**src/rtl/if_fetch_controller.sv**
```systemverilog
// IF-stage fetch controller: decodes PC/nPC/IF-ID enables, next-PC select and
// delay-slot annulment from pipeline status, tolerating a multi-cycle imem.
module if_fetch_controller #(
    parameter int RESET_HOLD  = 2,
    parameter int STALL_CNT_W = 16
) (
    input  logic                   clk,
    input  logic                   R,
    input  logic                   imem_ready,
    input  logic                   hazard_stall,
    input  logic                   br_valid,
    input  logic                   br_taken,
    input  logic                   br_always,
    input  logic                   br_annul,
    input  logic                   jmpl_valid,
    output logic                   pc_le,
    output logic                   npc_le,
    output logic                   ifid_le,
    output logic                   ifid_clear,
    output logic [1:0]             mux_sel,
    output logic                   pipe_hold,
    output logic [1:0]             state,
    output logic [STALL_CNT_W-1:0] stall_cnt
);

    // state | meaning
    // INIT  | post-reset hold, IF/ID flushed, nothing fetched
    // FETCH | normal fetch, imem answered last cycle or first fetch
    // WAIT  | imem busy, pipeline frozen until imem_ready
    localparam logic [1:0] ST_INIT  = 2'b00;
    localparam logic [1:0] ST_FETCH = 2'b01;
    localparam logic [1:0] ST_WAIT  = 2'b10;

    localparam logic [1:0] SEL_NPC = 2'b00;
    localparam logic [1:0] SEL_TA  = 2'b01;
    localparam logic [1:0] SEL_ALU = 2'b10;

    localparam logic [3:0]             HOLD_INIT = 4'(RESET_HOLD - 1);
    localparam logic [STALL_CNT_W-1:0] STALL_MAX = '1;

    logic [1:0]             state_q, state_d;
    logic [3:0]             hold_q, hold_d;
    logic [STALL_CNT_W-1:0] stall_q, stall_d;

    logic [1:0] redirect_sel;
    logic       annul;

    // An older JMPL in EX wins over a branch sitting in its delay slot.
    always_comb begin
        redirect_sel = SEL_NPC;
        if (jmpl_valid) begin
            redirect_sel = SEL_ALU;
        end else if (br_valid && br_taken) begin
            redirect_sel = SEL_TA;
        end
    end

    assign annul = br_valid & br_annul & ~jmpl_valid & (~br_taken | br_always);

    always_comb begin
        pc_le      = 1'b0;
        npc_le     = 1'b0;
        ifid_le    = 1'b0;
        ifid_clear = 1'b0;
        mux_sel    = SEL_NPC;
        pipe_hold  = 1'b0;
        state_d    = state_q;
        hold_d     = hold_q;

        case (state_q)
            ST_FETCH, ST_WAIT: begin
                mux_sel = redirect_sel;
                if (!imem_ready) begin
                    pipe_hold = 1'b1;
                    state_d   = ST_WAIT;
                end else begin
                    state_d = ST_FETCH;
                    if (!hazard_stall) begin
                        pc_le      = 1'b1;
                        npc_le     = 1'b1;
                        ifid_le    = 1'b1;
                        ifid_clear = annul;
                    end else if (jmpl_valid) begin
                        // Take the JMPL redirect; the delay slot stays in IF/ID.
                        pc_le  = 1'b1;
                        npc_le = 1'b1;
                    end
                end
            end
            default: begin
                ifid_clear = 1'b1;
                pipe_hold  = 1'b1;
                if (hold_q == 4'd0) begin
                    state_d = ST_FETCH;
                end else begin
                    hold_d = hold_q - 4'd1;
                end
            end
        endcase
    end

    always_comb begin
        stall_d = stall_q;
        if ((state_q != ST_INIT) && !pc_le && (stall_q != STALL_MAX)) begin
            stall_d = stall_q + 1'b1;
        end
    end

    always_ff @(posedge clk or posedge R) begin
        if (R) begin
            state_q <= ST_INIT;
            hold_q  <= HOLD_INIT;
            stall_q <= '0;
        end else begin
            state_q <= state_d;
            hold_q  <= hold_d;
            stall_q <= stall_d;
        end
    end

    assign state     = state_q;
    assign stall_cnt = stall_q;

endmodule

```
**config.mk**
```make
export PLATFORM = sky130hd
export DESIGN_NAME = if_fetch_controller
export DESIGN_NICKNAME = d
export VERILOG_FILES = /design/src/rtl/if_fetch_controller.sv
export SDC_FILE = /design/constraint.sdc
export NUM_CORES = 1
export LEC_CHECK = 0
export BUFFER_PORTS_ARGS = -buffer_cell sky130_fd_sc_hd__buf_2
export CORE_MARGIN = 2
export CORE_UTILIZATION = 55
export DETAILED_ROUTE_END_ITERATION = 16
export PLACE_DENSITY_LB_ADDON = 0.3
export SETUP_SLACK_MARGIN = 0.1
export SYNTH_ARGS = -nofsm -noshare
export SYNTH_HDL_FRONTEND = slang
export SYNTH_SLANG_ARGS = --single-unit
```
**constraint.sdc**
```tcl
create_clock -name clk -period 4.35 [get_ports clk]
set_clock_uncertainty 0.1 [all_clocks]
set_input_delay 0.435 -clock clk [delete_from_list [all_inputs] [get_ports clk]]
set_output_delay 0.435 -clock clk [all_outputs]
set_load 0.1 [all_outputs]
```
# Yosys cells after proc, flatten, opt, wreduce, memory -nomap -nowiden

Cells that the tools add are included.

Add/subtract/negate cells: 2
Equality and inequality tests: 3
Muxes and demuxes: 18
Bitwise gates (word level): 8
Reductions and logical operators: 9

Operator list:

| operator                                                              | number |
|---|---|
| 16-bit by 1-bit adder with 16-bit output, second input constant       | 1 |
| 16-bit inequality test, second input constant                         | 1 |
| 1-bit two-way mux                                                     | 13 |
| 2-bit two-way mux                                                     | 5 |
| 4-bit zero test                                                       | 1 |
| 1-bit inverter                                                        | 4 |
| 2-bit nonzero test                                                    | 2 |
| 4-bit by 1-bit subtractor with 4-bit output, second input constant    | 1 |
| 1-bit bitwise AND                                                     | 3 |
| 1-bit logical AND                                                     | 3 |
| 2-bit by 1-bit equality test with 1-bit output, second input constant | 1 |
| 2-bit equality test, second input constant                            | 1 |
| 2-bit AND reduction                                                   | 1 |
| 2-bit OR reduction                                                    | 1 |
| 1-bit zero test                                                       | 1 |
| 1-bit OR                                                              | 1 |

Flip-flop bits (word level): 22
Input port bits: 9
Output and inout bits: 25
Word-level logic and storage cells: 43

# Longest topological paths before layout

Gate-level depths: netlist (run 1).

Depth after elaboration: 7
Mapped depth: 6
Depth with buffers taken out: 5

# Worst setup path after synthesis (run 1)

OpenSTA, ideal clock, no wires.

Kind: register -> output
Start: register state_q[0], in the netlist state[0]
End: output pc_le
Arrival time: 4.381 ns
Data required time: 3.815 ns
Path slack: -0.566 ns
Stages on the path, launching flop included: 7
Buffers on the path: 2
Cell sequence: dfrtp_1 inv_1 ha_1 clkbuf_1 nand2_1 nor2b_1 buf_4

Longest elaborated chain between the ends: 3
Elaborated cells between the ends (all ways): 4
Those cells by class: eq/ne: 2; mux: 1; reduce/logical: 1

RTL lines:

| element                                                                               | RTL line | source |
|---|---|---|
| start, declared                                                                       | 41       | `logic [1:0] state_q, state_d;` |
| start signal, assigned                                                                | 115      | `state_q <= state_d;` |
| 2-bit by 1-bit equality test with 1-bit output or 2-bit equality test (tied branches) | --       |  |
| 2-bit OR reduction *                                                                  | --       |  |
| 1-bit two-way mux *                                                                   | --       |  |
| end, declared                                                                         | 16       | `output logic pc_le,` |

Mark *: on every way between the ends. The rest lies on a longest branch, timed or not.

# Worst setup path after layout (run 1)

Start: register state_q[1], in the netlist state[1]
End: output npc_le

Longest elaborated chain between the ends: 3
Elaborated cells between the ends (all ways): 4
Those cells by class: eq/ne: 2; mux: 1; reduce/logical: 1

RTL lines:

| element                                                                               | RTL line | source |
|---|---|---|
| 2-bit by 1-bit equality test with 1-bit output or 2-bit equality test (tied branches) | 70       | `case (state_q)` |
| 2-bit OR reduction *                                                                  | 70       |  |
| 1-bit two-way mux *                                                                   | 70       |  |
| end, declared                                                                         | 17       | `output logic npc_le,` |

Marks and branches as above.

==> results of run 1 <==
kinds of logic after synthesis:
| logic type | after synthesis |
|---|---|
| compound gates | 27 |
| xor+xnor | 7 |
| fa+ha+maj | 3 |
| buf+inv | 11 |
| flops | 22 |
| mux | 7 |
| simple gates | 41 |
Yosys cell counts, drive strengths merged:
cell type and count:
nand2 5, buf 2, o311ai 1, a21oi 5, nor3 1, nand3 8
clkbuf 1, and4b 1, o2111a 1, nor2 7, or3 1, xor2 1
nor2b 2, nand4bb 1, and2 1, o21ai 7, a41oi 1, inv 8
o31a 1, xnor2 6, a31oi 2, dfstp 1, dfrtp 21, nand2b 2
o21a 2, nand4 6, o31ai 1, mux2 7, ha 3, and3 5
a311oi 2, o211ai 1, or4 1, a21o 2, o41a 1
layout make-up:
| class | count | area [sq um] |
|---|---|---|
| Sequential cell | 22 | 552 |
| Multi-Input combinational cell | 85 | 646 |
| Inverter | 8 | 30.0 |
| Tap cell | 28 | 35.0 |
| Timing Repair Buffer | 33 | 165 |
| Fill cell | 182 | 706 |
| Clock buffer | 4 | 36.3 |
state kept, by name (all words and copies together) (netlist names):
register / flops
state: 2
hold_q: 4
stall_cnt: 16
critical path, stage by stage, from the launching register on:
cell,delay (ns)
dfrtp_1,0.41
inv_1,0.06
ha_1,0.47
nand2_1,0.15
nor2b_2,0.14
buf_2,0.43
worst min-delay path by stage:
stage | endpoint | slack, ns
after global routing | stall_cnt[9]$_DFFE_PP0P_ | 0.23
after detailed placement | state[1]$_DFFE_PP0N_ | 0.43
after global placement | state[1]$_DFFE_PP0N_ | 0.38
after floorplan | hold_q[1]$_DFFE_PP0P_ | 0.32
after CTS | stall_cnt[13]$_DFFE_PP0P_ | 0.20
final | stall_cnt[13]$_DFFE_PP0P_ | 0.16
routing by layer:
layer	wire length, microns	GRT usage
met2	1220	0.357
met5	0	0
met4	16	0.0965
met1	1140	0.276
met3	125	0.0345
metrics by stage:
stage,util,setup WS [ns],cells
3_5_place_dp,0.658,2.21,176
5_1_grt,0.675,1.74,180
6_report,0.675,1.86,180
2_1_floorplan,-,0.0156,118
4_1_cts,0.675,1.86,180
3_3_place_gp,0.658,2.28,176
==> metrics.md, run 1 <==
| Metric | Value |
|---|---|
| Reg2Reg Capture Point | stall_cnt[1]$_DFFE_PP0P_ |
| Setup Fix Bufs, Post-CTS | 0 |
| Die width | 51.6 microns |
| Min Hold Slack | 0.162 ns |
| Starting Density | 0.575 |
| CTS tree | yes |
| Pins Over Slew Limit | 0 |
| Worst-Skew Late Latency | 0.31 ns |
| Crit end category | primary output |
| Antenna diodes | 0 |
| Seq/Total Area, Yosys | 0.442 |
| Wire per inst | ~14 microns |
| Crit path to | npc_le |
| Yosys top cell by area | dfrtp_1 |
| Worst min path class | primary input to asynchronous set/reset pin |
| Largest net degree at the start of global routing | 23 |
| GP Congestion | 0.756 |
| Final Setup Violations | 0 |
| Post-Synth Simple-Gate Area | 0.199 |
| Port Buffers | 33 |
| DR iter-0 viols | 9 |
| Fin crit share | 0.572 |
| Antenna violations before repair | 0 |
| Antenna Nets Post-Route | 0 |
| Post-synthesis register bit count | 22 |
| Yosys top cell area share | 0.421 |
| Total track usage | 0.215 |
| Post-cts resize count | 0 |
| Mapped cell area | 1250 sq um |
| Crit. Startpoint | state[1]$_DFFE_PP0N_ |
| H-Tree Depth | 1 |
| Fin. Hold Viols | 0 |
| Outcome | finished clean |
| Setup slack, reg-to-reg | 2.24 ns |
| Clock-pin slew on the worst setup and hold paths | 0.13 ns |
| Remaining DRCs | 0 |
| Area of the core | 2170 sq um |
| Clk sinks | 22 |
| Area added between synthesis and finish | 17.4% |
| Vias in the first global route | 951 |
| Grt ovf | 0 |
| Area share of fa/ha/maj cells after synthesis | 0.0301 |
| CP required | roughly 3.8 ns |
| Fin crit period | about 2.5 ns |
| Root buffer cell | clkbuf_4 |
| Share of cells above drive strength 1 | 0.355 |
| Fin area | 1460 sq um |
| Worst Setup Start Kind | register |
| CP Data Arrival Time | a little under 2 ns |
| DRT Wirelength | 2500 microns |
| RSZ-0062 raised after global routing | false |
| Synth unique cells | 42 |
| Placed Area | 1430 sq um |
| Max cap viols | 0 |
| Post-CTS Hold Buffers | 0 |
| Commonest non-fill, non-tap cell in the layout | buf_2 |
| Compound-Gate Fraction of Synth Area | 0.172 |
| Mapped Cells | 118 |
| Synth warnings | 0 |
| Fin Setup TNS | 0 ns |
| Largest family of logic cells by synthesized area | simple AND/OR/NAND/NOR gates |
| Path depth of the worst reg2reg path | 5 |
| Die Span Y | 51.6 microns |
| Vias per cell | 5.76 |
| Relative slew slack | 0.453 |
| FMAX | 402 MHz |
| TritonRoute pass-1 iters | 4 |
| Deepest clock path buffer count | 2 |
| Highest-count cells in the layout ignoring fill and taps | buf_2, dfrtp_1, inv_1 |
| Syn Nets | 130 |
| Least-Margin Pin Slew | 0.820 ns |
| Ports | 34 |
| # nets final | 165 |
| Cell Rows | 17 |
| Crit-path max FO | 12 |
| Die footprint | 2670 sq um |
| Hpwl dp | 1830 microns |
| Total CTS buffers | 3 |
| Top post-synthesis cells by area | dfrtp_1, xnor2_1, mux2_2 |
| Multiplexer share of the synthesized area | 0.0662 |
| Via count | about 1.0k |
| Average size of a mapped cell | about 11 sq um |
| Worst flop-to-flop path startpoint | state[1]$_DFFE_PP0N_ |
| Wire length of the first global-routing pass | 4210 microns |
| Xor/xnor share of the synthesized area | 0.0491 |
| Setup Crit Path Kind | register to primary output |
Power of run 1 is not shown: default switching activity piles up to over one toggle a cycle in this logic, so the estimate is an artifact.
==> run 2, diff against run 1 <==
--- a/config.mk
+++ b/config.mk
@@ -7,7 +7,7 @@
 export LEC_CHECK = 0
 export BUFFER_PORTS_ARGS = -buffer_cell sky130_fd_sc_hd__buf_2
 export CORE_MARGIN = 2
-export CORE_UTILIZATION = 55
+export CORE_UTILIZATION = 46
 export DETAILED_ROUTE_END_ITERATION = 16
 export PLACE_DENSITY_LB_ADDON = 0.3
 export SETUP_SLACK_MARGIN = 0.1
==> constraint.sdc (replaced) <==
create_clock -name clk -period 2.2 [get_ports clk]
set_clock_uncertainty 0.1 [all_clocks]
set_input_delay 0.22 -clock clk [delete_from_list [all_inputs] [get_ports clk]]
set_output_delay 0.22 -clock clk [all_outputs]
set_load 0.1 [all_outputs]
==> metrics.md, run 2 (synthesis gave the netlist of run 1 again) <==
| Metric | Value |
|---|---|
| Max reg flops | 16 |
| # nets final | between 150 and 200 |
| Pins Over Slew Limit | 0 |
| FMAX | between 400 and 500 MHz |
| Min Hold Slack | roughly 0.26 ns |
| Util after Layout | 0.638 |
| Grt ovf | 0 |
| Dpl cells | between 150 and 200 |
| H-Tree Depth | 1 |
| Wire per inst | ~14 microns |
| Filler-free cell count of the finished design | 186 |
| Worst min path class | primary input to register |
| GR Util met2 | 0.267 |
| Hpwl dp | between 1500 and 2000 microns |
| Antenna diodes | 0 |
| Deepest clock path buffer count | 2 |
| GP Congestion | 0.740 |
| Cell Rows | 18 |
| Clock-pin slew on the worst setup and hold paths | 0.12 ns |
| Busiest grt layer | met1 |
| Outcome | finished clean |
| CP Data Arrival Time | 1.75 ns |
| Vias per cell | 5.68 |
| CP required | ~1.9 ns |
| Worst Setup Start Kind | register |
| WHS Path Cells | 3 |
| Total CTS buffers | 3 |
| Die Span Y | 56.1 microns |
| Area of the core | around 2500 sq um |
| Worst-Skew Late Latency | 0.31 ns |
| Die width | 56.1 microns |
| Commonest non-fill, non-tap cell in the layout | buf_2 |
| Ports | 34 |
| Clk sinks | 22 |
| Path depth of the worst reg2reg path | 5 |
| Vias in the first global route | 988 |
| Via count | 1057 |
| Highest-count cells in the layout ignoring fill and taps | buf_2, dfrtp_4, nand3_1, dfrtp_2 |
| Final Setup Violations | 0 |
| Fill count | 210 |
| GR Util met3 | 0.0349 |
| Die footprint | 3140 sq um |
| Max cap viols | 0 |
| Antenna violations before repair | 0 |
| Wire length of the first global-routing pass | 4530 microns |
| Remaining DRCs | 0 |
| DRT Wirelength | 2570 microns |
| Starting Density | 0.495 |
| Setup Crit Path Kind | register to primary output |
| Port Buffers | 33 |
| Fin. Hold Viols | 0 |
| TritonRoute pass-1 iters | 4 |
| Area added between synthesis and finish | 29.1% |
| Total track usage | 0.182 |
| Relative slew slack | 0.634 |
| Crit-path max FO | 12 |
| Share of cells above drive strength 1 | 0.532 |
| Largest net degree at the start of global routing | 23 |
| Least-Margin Pin Slew | 0.546 ns |
| Setup Fix Bufs, Post-CTS | 0 |
| Root buffer cell | clkbuf_4 |
| Fin crit share | 0.942 |
| Met1 GRT Util | 0.267 |
| Crit end category | primary output |
| Setup slack, reg-to-reg | 0.22 ns |
| Antenna Nets Post-Route | 0 |
| CTS tree | yes |
| Fin crit period | 2.07 ns |
| RSZ-0062 raised after global routing | true |
| DR iter-0 viols | 32 |
-- run 2: repair_timing --
action / in CTS / in global routing
hold endpoints to repair: 21 / 0
gates resized for setup: 1 / 2
endpoints found under the setup margin: 1 / 4
hold buffers: 1 / 0
-- run 2: path summary, 6_finish.rpt --
| check | start | to |
|---|---|---|
| max | state[1]$_DFFE_PP0N_ | npc_le |
| min | imem_ready | state[0]$_DFFE_PP0N_ |
| max reg2reg | state[0]$_DFFE_PP0N_ | stall_cnt[1]$_DFFE_PP0P_ |
| min reg2reg | hold_q[0]$_DFFE_PP1P_ | hold_q[0]$_DFFE_PP1P_ |
| max in group asynchronous | R | hold_q[0]$_DFFE_PP1P_ |
| min in group asynchronous | R | hold_q[3]$_DFFE_PP0P_ |
-- run 2: layout make-up --
class	instances	area (sq um)	share of cell area
flip-flops and latches	22	602	0.374
repair buffers	37	205	0.127
multi-input cells	85	697	0.433
well taps	30	37.5	0.0233
clock buffers	4	36.3	0.0225
inverters	8	32.5	0.0202
-- run 2: per-layer routing --
layer / vias up / wire length, microns
met3: 5 / 129
li1: 509 / -
met2: 35 / 1110
met5: - / 0
met1: 508 / 1290
met4: 0 / 38
-- run 2: per-stage QoR --
stage / instance area, sq um / setup WS, ns / setup TNS (ns)
after floorplan: 1380 / -0.217 / -0.571
after global placement: 1560 / 0.306 / 0
after detailed placement: 1560 / 0.232 / 0
after CTS: 1610 / 0.115 / 0
after global routing: 1610 / 0.0395 / 0
final: 1610 / 0.128 / 0
-- run 2: critical path: stages, from the launching register on --
cell	delay, ns
dfrtp_4	0.44
inv_2	0.04
ha_4	0.35
nand2_8	0.07
nor2b_4	0.11
buf_2	0.42
Power of run 2 is left out for the same reason.
